**src/rtl/btn_cond_pkg.sv**
```systemverilog
// rtl/btn_cond_pkg.sv - shared defaults and counter sizing for the button conditioner
//
// Purpose : default configuration constants and a width helper used by
//           btn_chan and btn_conditioner.
// Ports   : none (package).
package btn_cond_pkg;

  localparam int DB_CYCLES_DEF     = 4;
  localparam int REPEAT_DELAY_DEF  = 8;
  localparam int REPEAT_PERIOD_DEF = 4;

  // ceil(log2(n)), never below 1, so a counter holding 0..n-1 always has a bit.
  function automatic int cnt_width(input int n);
    int w;
    w = 1;
    while ((1 << w) < n) w++;
    return w;
  endfunction

endpackage

```
**src/rtl/btn_chan.sv**
```systemverilog
// rtl/btn_chan.sv - one button channel: synchronizer, debounce filter, edge pulses
//
// Purpose : conditions one raw asynchronous input into a clean level plus
//           registered one-cycle rise/fall pulses. Optional auto-repeat of the
//           rise pulse while held, enabled by `define BTN_COND_AUTOREPEAT_EN.
// Ports   : clk    in   system clock, rising edge
//           reset  in   synchronous, active-high reset
//           raw    in   raw asynchronous input
//           level  out  debounced, synchronized level
//           rise   out  one-cycle pulse on accepted 0->1 (plus repeats)
//           fall   out  one-cycle pulse on accepted 1->0
module btn_chan
  import btn_cond_pkg::*;
#(
  parameter int DB_CYCLES     = DB_CYCLES_DEF,
  parameter int REPEAT_DELAY  = REPEAT_DELAY_DEF,
  parameter int REPEAT_PERIOD = REPEAT_PERIOD_DEF
) (
  input  logic clk,
  input  logic reset,
  input  logic raw,
  output logic level,
  output logic rise,
  output logic fall
);

  localparam int              DB_W    = cnt_width(DB_CYCLES);
  localparam logic [DB_W-1:0] DB_LAST = DB_W'(DB_CYCLES - 1);

  logic            sync1;
  logic            sync2;
  logic [DB_W-1:0] db_cnt;
  logic            differs;
  logic            accept;
  logic            press;
  logic            pulse_rise;

  assign differs = (sync2 != level);
  // Acceptance happens on the edge where the counter has already seen
  // DB_CYCLES-1 differing cycles and the current one still differs.
  assign accept  = differs && (db_cnt == DB_LAST);
  assign press   = accept && !level;

  always_ff @(posedge clk) begin
    if (reset) begin
      sync1  <= 1'b0;
      sync2  <= 1'b0;
      db_cnt <= '0;
      level  <= 1'b0;
    end else begin
      sync1 <= raw;
      sync2 <= sync1;
      // Any return to the current level clears the count, so glitches
      // shorter than DB_CYCLES never reach acceptance.
      if (!differs || accept) db_cnt <= '0;
      else                    db_cnt <= db_cnt + 1'b1;
      if (accept) level <= sync2;
    end
  end

`ifdef BTN_COND_AUTOREPEAT_EN
  localparam int RP_MAX = (REPEAT_DELAY > REPEAT_PERIOD) ? REPEAT_DELAY : REPEAT_PERIOD;
  localparam int RP_W   = cnt_width(RP_MAX);
  localparam logic [RP_W-1:0] DELAY_LAST  = RP_W'(REPEAT_DELAY - 1);
  localparam logic [RP_W-1:0] PERIOD_LAST = RP_W'(REPEAT_PERIOD - 1);

  logic [RP_W-1:0] rp_cnt;
  logic            rp_periodic;
  logic            held;
  logic            rp_fire;

  // A release being accepted this edge counts as not held, so no repeat
  // pulse can coincide with the fall pulse.
  assign held    = level && !accept;
  assign rp_fire = held && (rp_cnt == (rp_periodic ? PERIOD_LAST : DELAY_LAST));

  always_ff @(posedge clk) begin
    if (reset || !held) begin
      rp_cnt      <= '0;
      rp_periodic <= 1'b0;
    end else if (rp_fire) begin
      rp_cnt      <= '0;
      rp_periodic <= 1'b1;
    end else begin
      rp_cnt <= rp_cnt + 1'b1;
    end
  end

  assign pulse_rise = press || rp_fire;
`else
  // Keeps the repeat parameters referenced when the feature is compiled out.
  logic unused_repeat_cfg;
  assign unused_repeat_cfg = (REPEAT_DELAY > 0) ^ (REPEAT_PERIOD > 0);

  assign pulse_rise = press;
`endif

  always_ff @(posedge clk) begin
    if (reset) begin
      rise <= 1'b0;
      fall <= 1'b0;
    end else begin
      rise <= pulse_rise;
      fall <= accept && level;
    end
  end

endmodule

```
**src/rtl/btn_conditioner.sv**
```systemverilog
// rtl/btn_conditioner.sv - N_BTN independent button conditioning channels
//
// Purpose : wiring-only top; one btn_chan per input bit. Auto-repeat is
//           enabled by `define BTN_COND_AUTOREPEAT_EN.
// Ports   : clk        in   system clock, rising edge
//           reset      in   synchronous, active-high reset
//           btn_raw    in   [N_BTN] raw asynchronous inputs
//           btn_level  out  [N_BTN] debounced, synchronized levels
//           btn_rise   out  [N_BTN] one-cycle press (and repeat) pulses
//           btn_fall   out  [N_BTN] one-cycle release pulses
module btn_conditioner
  import btn_cond_pkg::*;
#(
  parameter int N_BTN         = 2,
  parameter int DB_CYCLES     = DB_CYCLES_DEF,
  parameter int REPEAT_DELAY  = REPEAT_DELAY_DEF,
  parameter int REPEAT_PERIOD = REPEAT_PERIOD_DEF
) (
  input  logic             clk,
  input  logic             reset,
  input  logic [N_BTN-1:0] btn_raw,
  output logic [N_BTN-1:0] btn_level,
  output logic [N_BTN-1:0] btn_rise,
  output logic [N_BTN-1:0] btn_fall
);

  for (genvar i = 0; i < N_BTN; i++) begin : g_chan
    btn_chan #(
      .DB_CYCLES    (DB_CYCLES),
      .REPEAT_DELAY (REPEAT_DELAY),
      .REPEAT_PERIOD(REPEAT_PERIOD)
    ) u_chan (
      .clk  (clk),
      .reset(reset),
      .raw  (btn_raw[i]),
      .level(btn_level[i]),
      .rise (btn_rise[i]),
      .fall (btn_fall[i])
    );
  end

endmodule

```
**config.mk**
```make
export PLATFORM = sky130hd
export DESIGN_NAME = btn_conditioner
export DESIGN_NICKNAME = d
export VERILOG_FILES = /design/src/rtl/btn_cond_pkg.sv /design/src/rtl/btn_chan.sv /design/src/rtl/btn_conditioner.sv
export SDC_FILE = /design/constraint.sdc
export NUM_CORES = 1
export LEC_CHECK = 0
export ABC_AREA = 1
export CAP_MARGIN = 20
export CORE_UTILIZATION = 25
export DETAILED_ROUTE_END_ITERATION = 10
export PLACE_DENSITY_LB_ADDON = 0.12
export RECOVER_POWER = 50
export SYNTH_ARGS = -nofsm -noshare
export SYNTH_HDL_FRONTEND = slang
export SYNTH_HIERARCHICAL = 1
export SYNTH_SLANG_ARGS = --single-unit
```
**constraint.sdc**
```tcl
create_clock -name clk -period 1 [get_ports clk]
set_input_delay 0.3 -clock clk [delete_from_list [all_inputs] [get_ports clk]]
set_output_delay 0.3 -clock clk [all_outputs]
set_load 0.05 [all_outputs]
```
==> out/metrics.cfg, run 1 <==
[synthesis]
ys_top_cells_by_area=dfxtp_1, nor2_1, inv_1
yosysMostFrequentCell=dfxtp_1
async_flop_share=0
synth_area_um2=490
synth_top_area_cell=dfxtp_1
netlist_top_cells_count=dfxtp_1, nor2_1, inv_1, nand2_1
synth_seq_cells=14
netlist.area_leader.share=0.571
syn-num-nets=60
ys.flop_type=dfxtp_1
ys_seq_area_frac=0.571
synth_edf_count=0
synth_cell_types=11
yosysWarnings=6
synth.avg_cell_area_um2=9.08
postSynthCellCount=54

[drt]
wl_per_cell_um=6.87
drtIter0Drc=3
via_count=353
wl_um=653
ant_nets=0
routed_via_density=3.72
first_pass_iters=3
route.detailed.drc=0

[critical_path]
reg2reg_slack_ps=70
path_class=flop to output port
critPathMaxStageDelay_ps=360
crit_chain=buf_12
worst_setup_path_start_kind=flop
cp_slowest_cell=dfxtp_4
crit_buf_inv=1
crit_family=flip-flops
crit_start=g_chan[0].u_chan/level
critical_path_required_ps=700
reg2reg_from=g_chan[1].u_chan/db_cnt[0]
arrival_ps=760
cp-end-kind=output port
path_max_fanout=2

[global_route]
grt_max_degree=8
grt-ovfl-total=0
grt_pass1_wl_um=1100
antenna_found_initial=0
grt_use_total=0.0792
grt_pass1_vias=284

[pwr]
finalPower_mw=0.907
ir_worst_vdd_mv=0.550
p_leak_nw=0.336
power_density_nw_per_um2=1220

[clock_network]
cts_made_buffers=3
cts_tree=yes
root_buffer=clkbuf_4
clock_sinks=14
clockBufferDepth=2
cts.clk_slew.worst_paths_ps=70
clkLatencyLatePin_ps=270
cts-htree-levels=1

[worst_hold_path]
hold_path.class=input port to flop
hp-start=reset

[sta]
max_freq_ghz=0.941
tightest_slew_ps=172
hold_viol_final=0
setup_slack_ps=-62.3
final_min_period_over_clock_period=1.06
slew_headroom=0.886
period_needed_ps=1060
whs_ps=356
drv_slew=0
rsz0062_at_grt=true
setup_violations=6
skew_ps=0.617

[placement]
globalplace.congestion=0.610
dp_hpwl_um=509
port_buffers=9
place_inst=90

[floorplanning]
fp.dieArea_um2=2140
ios=10
die_y_um=46.3
die_w_um=46.3
core.rowCount=15
start_util=0.275
core_area_um2=1780

[finish]
instances_no_fill=95
area_growth_pct=51.5
nets=78
multi_input_area_um2=173
fill_cells=181
n_antenna_cell=0
final-seq-area_um2=293
final_layout_size_suffix_gt1_frac=0.386

[status]
failed_checks=negative setup slack
outcome=complete, but fails checks

[job]
drv_cap=0

==> layer usage <==
metal  vias up  routed length, um  global-route usage
li1        194                  -                   -
met5         -                  0                   0
met1       147                314              0.0946
met4         0                 19              0.0882
met3         2                 36              0.0353
met2        10                281              0.0958
==> registers in the layout (all words and copies together) (netlist names) <==
signal	count
g_chan.u_chan/level	2
g_chan.u_chan/sync2	2
g_chan.u_chan/rise	2
g_chan.u_chan/fall	2
g_chan.u_chan/sync1	2
g_chan.u_chan/db_cnt	4
==> worst reg2reg max path: cells and delay by family, from the launching register on <==
family,cells,cell delay [ps]
flip-flops,1,320
adder cells (fa/ha/maj),1,250
AND/OR/NAND/NOR,3,310
==> per-stage QoR <==
stage | setup slack (ps) | util | cell area [um^2] | TNS, ps
2_1_floorplan | 113 | - | 493 | 0
3_3_place_gp | -216 | 0.387 | 689 | -2220
3_5_place_dp | -237 | 0.387 | 689 | -2400
4_1_cts | -79.0 | 0.413 | 737 | -379
5_1_grt | -96.9 | 0.417 | 743 | -463
6_report | -62.3 | 0.417 | 743 | -272
==> timing repair <==
action                                  CTS  global route
endpoints found under the setup margin    6             7
pin swaps                                 0             1
resized for setup                         6             2
hold buffers                              0             0
setup buffers                             2             0
==> cell type report <==
type | count | share of cell area
multi-input cells | 30 | 0.232
well taps | 25 | 0.0421
repair buffers | 13 | 0.251
flip-flops and latches | 14 | 0.394
clock buffers | 3 | 0.0303
inverters | 10 | 0.0505
==> placed cells by master, fill, tap and decap left out, types with 3 or more instances in the layout <==
master	instances
dfxtp_2	4
inv_1	8
buf_12	6
buf_4	3
clkbuf_4	3
nand2_1	8
dfxtp_1	8
nor2_1	10
==> kinds of logic (layout without fill, tap and decap cells) <==
| family | count (synthesis) | after routing | synth area share |
|---|---|---|---|
| and+or+nand+nor | 28 | 28 | 0.301 |
| DFF | 14 | 14 | 0.571 |
| adders and majority gates | 2 | 2 | 0.0510 |
| buffers and inverters | 10 | 26 | 0.0765 |
==> report_power, final <==
group	switching, mW	internal, mW	leakage [nW]
Sequential	0.00520	0.561	0.117
Clock	0.157	0.139	0.0138
Combinational	0.0203	0.0248	0.204
Total	0.182	0.725	0.336
==> path summary, 6_finish.rpt <==
| check | endpoint | cells after the start |
|---|---|---|
| setup / recovery | btn_level[0] | 1 |
| hold / removal | g_chan[1].u_chan/sync2 | 3 |
| setup reg to reg | g_chan[1].u_chan/db_cnt[0] | 4 |
| hold reg to reg | g_chan[1].u_chan/sync2 | 2 |
Note: power is estimated with default switching activity, not from simulation.
==> run 2, diff against run 1 <==
--- a/config.mk
+++ b/config.mk
@@ -6,8 +6,8 @@
 export NUM_CORES = 1
 export LEC_CHECK = 0
 export ABC_AREA = 1
-export CAP_MARGIN = 20
 export CORE_UTILIZATION = 25
+export CTS_CLUSTER_SIZE = 25
 export DETAILED_ROUTE_END_ITERATION = 10
 export PLACE_DENSITY_LB_ADDON = 0.12
 export RECOVER_POWER = 50
==> constraint.sdc (replaced) <==
create_clock -name clk -period 1.35 [get_ports clk]
set_input_delay 0.405 -clock clk [delete_from_list [all_inputs] [get_ports clk]]
set_output_delay 0.405 -clock clk [all_outputs]
set_load 0.05 [all_outputs]
==> out/metrics.cfg, run 2 (synthesized netlist as in run 1, its figures left out) <==
[sta]
rsz0062_at_grt=false  ; was true
drv_slew=0  ; unchanged
period_needed_ps=1240
fin_tns_setup_ps=0  ; was -272 ps
final_min_period_over_clock_period=0.919
max_freq_ghz=0.806
whs_ps=404  ; was 356 ps
hold_viol_final=0  ; unchanged
skew_ps=3.41  ; was 0.617 ps
slew_headroom=0.880  ; was 0.886
setup_violations=0  ; was 6
tightest_slew_ps=180  ; was 172 ps

[critical_path]
critical_path_required_ps=1560  ; was 700 ps
cp-end-kind=flop  ; was output port
arrival_ps=1450  ; was 760 ps
path_max_fanout=8  ; was 2
path_class=input port to flop  ; was flop to output port
worst_setup_path_start_kind=input port  ; was flop

[clock_network]
clock_sinks=14  ; unchanged
cts.clk_slew.worst_paths_ps=80  ; was 70 ps
clockBufferDepth=2  ; unchanged
root_buffer=clkbuf_4  ; unchanged
clkLatencyLatePin_ps=270  ; about the same
cts-htree-levels=1  ; unchanged
cts_tree=yes  ; unchanged
post-cts-setup-buffers=0  ; was 2
cts_made_buffers=3  ; unchanged

[placement]
port_buffers=9  ; unchanged
dp_hpwl_um=485  ; was 509 um
globalplace.congestion=0.627  ; was 0.610

[finish]
area_growth_pct=45.7  ; was 51.5%
largest_reg_flops=4  ; unchanged
n_antenna_cell=0  ; unchanged
max_flop_register=g_chan.u_chan/db_cnt  ; unchanged
final_cell_mix=dfxtp_1, nor2_1, nand2_1, inv_1, buf_12  ; was nor2_1, nand2_1, inv_1, dfxtp_1, buf_12
nets=76  ; was 78
fill_cells=180  ; was 181
final_layout_size_suffix_gt1_frac=0.290  ; was 0.386
layout_commonest_cell=dfxtp_1  ; was nor2_1

[job]
drv_cap=0  ; unchanged

[floorplanning]
ios=10  ; unchanged
die_y_um=46.3  ; unchanged
fp.dieArea_um2=2140  ; unchanged
core_area_um2=1780  ; unchanged
die_w_um=46.3  ; unchanged
core.rowCount=15  ; unchanged
start_util=0.275  ; unchanged

[pwr]
power_density_nw_per_um2=1050  ; was 1220 nW/um^2
clock_power_share=0.392  ; was 0.326
p_sw_mw=0.147  ; was 0.182 mW
p_sw_frac=0.197  ; was 0.201
comb_power_share=0.041  ; was 0.050
p_leak_nw=0.315  ; was 0.336 nW
power_frac_seq=0.567  ; was 0.624
ir_worst_vdd_mv=0.564  ; was 0.550 mV
p_int_mw=0.600  ; was 0.725 mW

[drt]
wl_um=631  ; was 653 um
first_pass_iters=3  ; unchanged
via_count=339  ; was 353
drtIter0Drc=4  ; was 3
ant_nets=0  ; unchanged
routed_via_density=3.61  ; was 3.72
route.detailed.drc=0  ; unchanged
wl_per_cell_um=6.71  ; was 6.87 um

[global_route]
grt_max_degree=9  ; was 8
grt-ovfl-total=0  ; unchanged
grt_use_total=0.0850  ; was 0.0792
antenna_found_initial=0  ; unchanged
grt_pass1_vias=299  ; was 284
grt_pass1_wl_um=1210  ; was 1100 um

[worst_hold_path]
hold_path.class=flop to flop  ; was input port to flop

[status]
outcome=complete, no violations  ; was complete, but fails checks

-- run 2: cell count changes in the layout (fill, tap and decap cells not counted), sizes merged --
cell | before | now
dlygate4sd3 | 2 | 1
buf | 10 | 7
dlymetal6s2s | 1 | 0
clkbuf | 3 | 5
clkdlybuf4s50 | 0 | 2
-- run 2: metrics by stage --
step                cells  area, um^2  setup WS (ps)  total power [mW]   util
CTS                    94         723           2.46             0.760  0.406
detailed placement     90         687           7.67             0.468  0.385
global placement       90         687           9.32             0.467  0.385
floorplan              54         490            266             0.448      -
global route           94         714           42.2             0.785  0.401
finish                 94         714            110             0.747  0.401
-- run 2: per-layer routing --
metal / GRT usage / vias up / routed length (um)
met5: 0 / - / 0
met4: 0.0529 / 0 / 10
met3: 0.0471 / 2 / 36
met2: 0.113 / 10 / 258
met1: 0.105 / 135 / 324
li1: - / 192 / -
-- run 2: power groups by stage --
stage,clock [mW],sequential [mW],combinational (mW)
finish,0.293,0.424,0.0307
global route,0.324,0.425,0.0359
CTS,0.302,0.424,0.0343
detailed placement,0,0.433,0.0343
global placement,0,0.434,0.0335
floorplan,0,0.433,0.0150
-- run 2: worst paths after layout --
kind / cells past startpoint / end / startpoint / slack [ps]
worst max-delay path: 5 / g_chan[0].u_chan/db_cnt[0] / reset / 110
worst min-delay path: 2 / g_chan[1].u_chan/sync2 / g_chan[1].u_chan/sync1 / 400
worst max register to register: 4 / g_chan[0].u_chan/db_cnt[0] / g_chan[0].u_chan/db_cnt[0] / 380
worst min register to register: 2 / g_chan[1].u_chan/sync2 / g_chan[1].u_chan/sync1 / 400
-- run 2: layout make-up --
class | count | area [um^2] | area share
clock buffer | 4 | 36.3 | 0.0508
timing repair buffer | 11 | 161 | 0.226
sequential | 14 | 283 | 0.396
inverter | 10 | 37.5 | 0.0525
tap | 25 | 31.3 | 0.0438
multi-input combinational | 30 | 165 | 0.231
-- run 2: what timing repair did --
action / CTS / global route
hold buffers: 0 / 0
gates resized for setup: 0 / 2
endpoints found under the setup margin: 0 / 2
hold endpoints to repair: 0 / 0
-- run 2: critical path, stage by stage --
cell,delay [ps]
dlygate4sd3_1,530
buf_4,160
nor2_1,160
nand3_2,110
nor2_1,90
==> run 3, diff against run 2 <==
--- a/config.mk
+++ b/config.mk
@@ -7,10 +7,11 @@
 export LEC_CHECK = 0
 export ABC_AREA = 1
 export CORE_UTILIZATION = 25
-export CTS_CLUSTER_SIZE = 25
+export CTS_CLUSTER_SIZE = 40
 export DETAILED_ROUTE_END_ITERATION = 10
 export PLACE_DENSITY_LB_ADDON = 0.12
 export RECOVER_POWER = 50
+export SLEW_MARGIN = 10
 export SYNTH_ARGS = -nofsm -noshare
 export SYNTH_HDL_FRONTEND = slang
 export SYNTH_HIERARCHICAL = 1
==> results of run 3 <==
No change in the layout: final DEF, timing and power equal those of run 2.
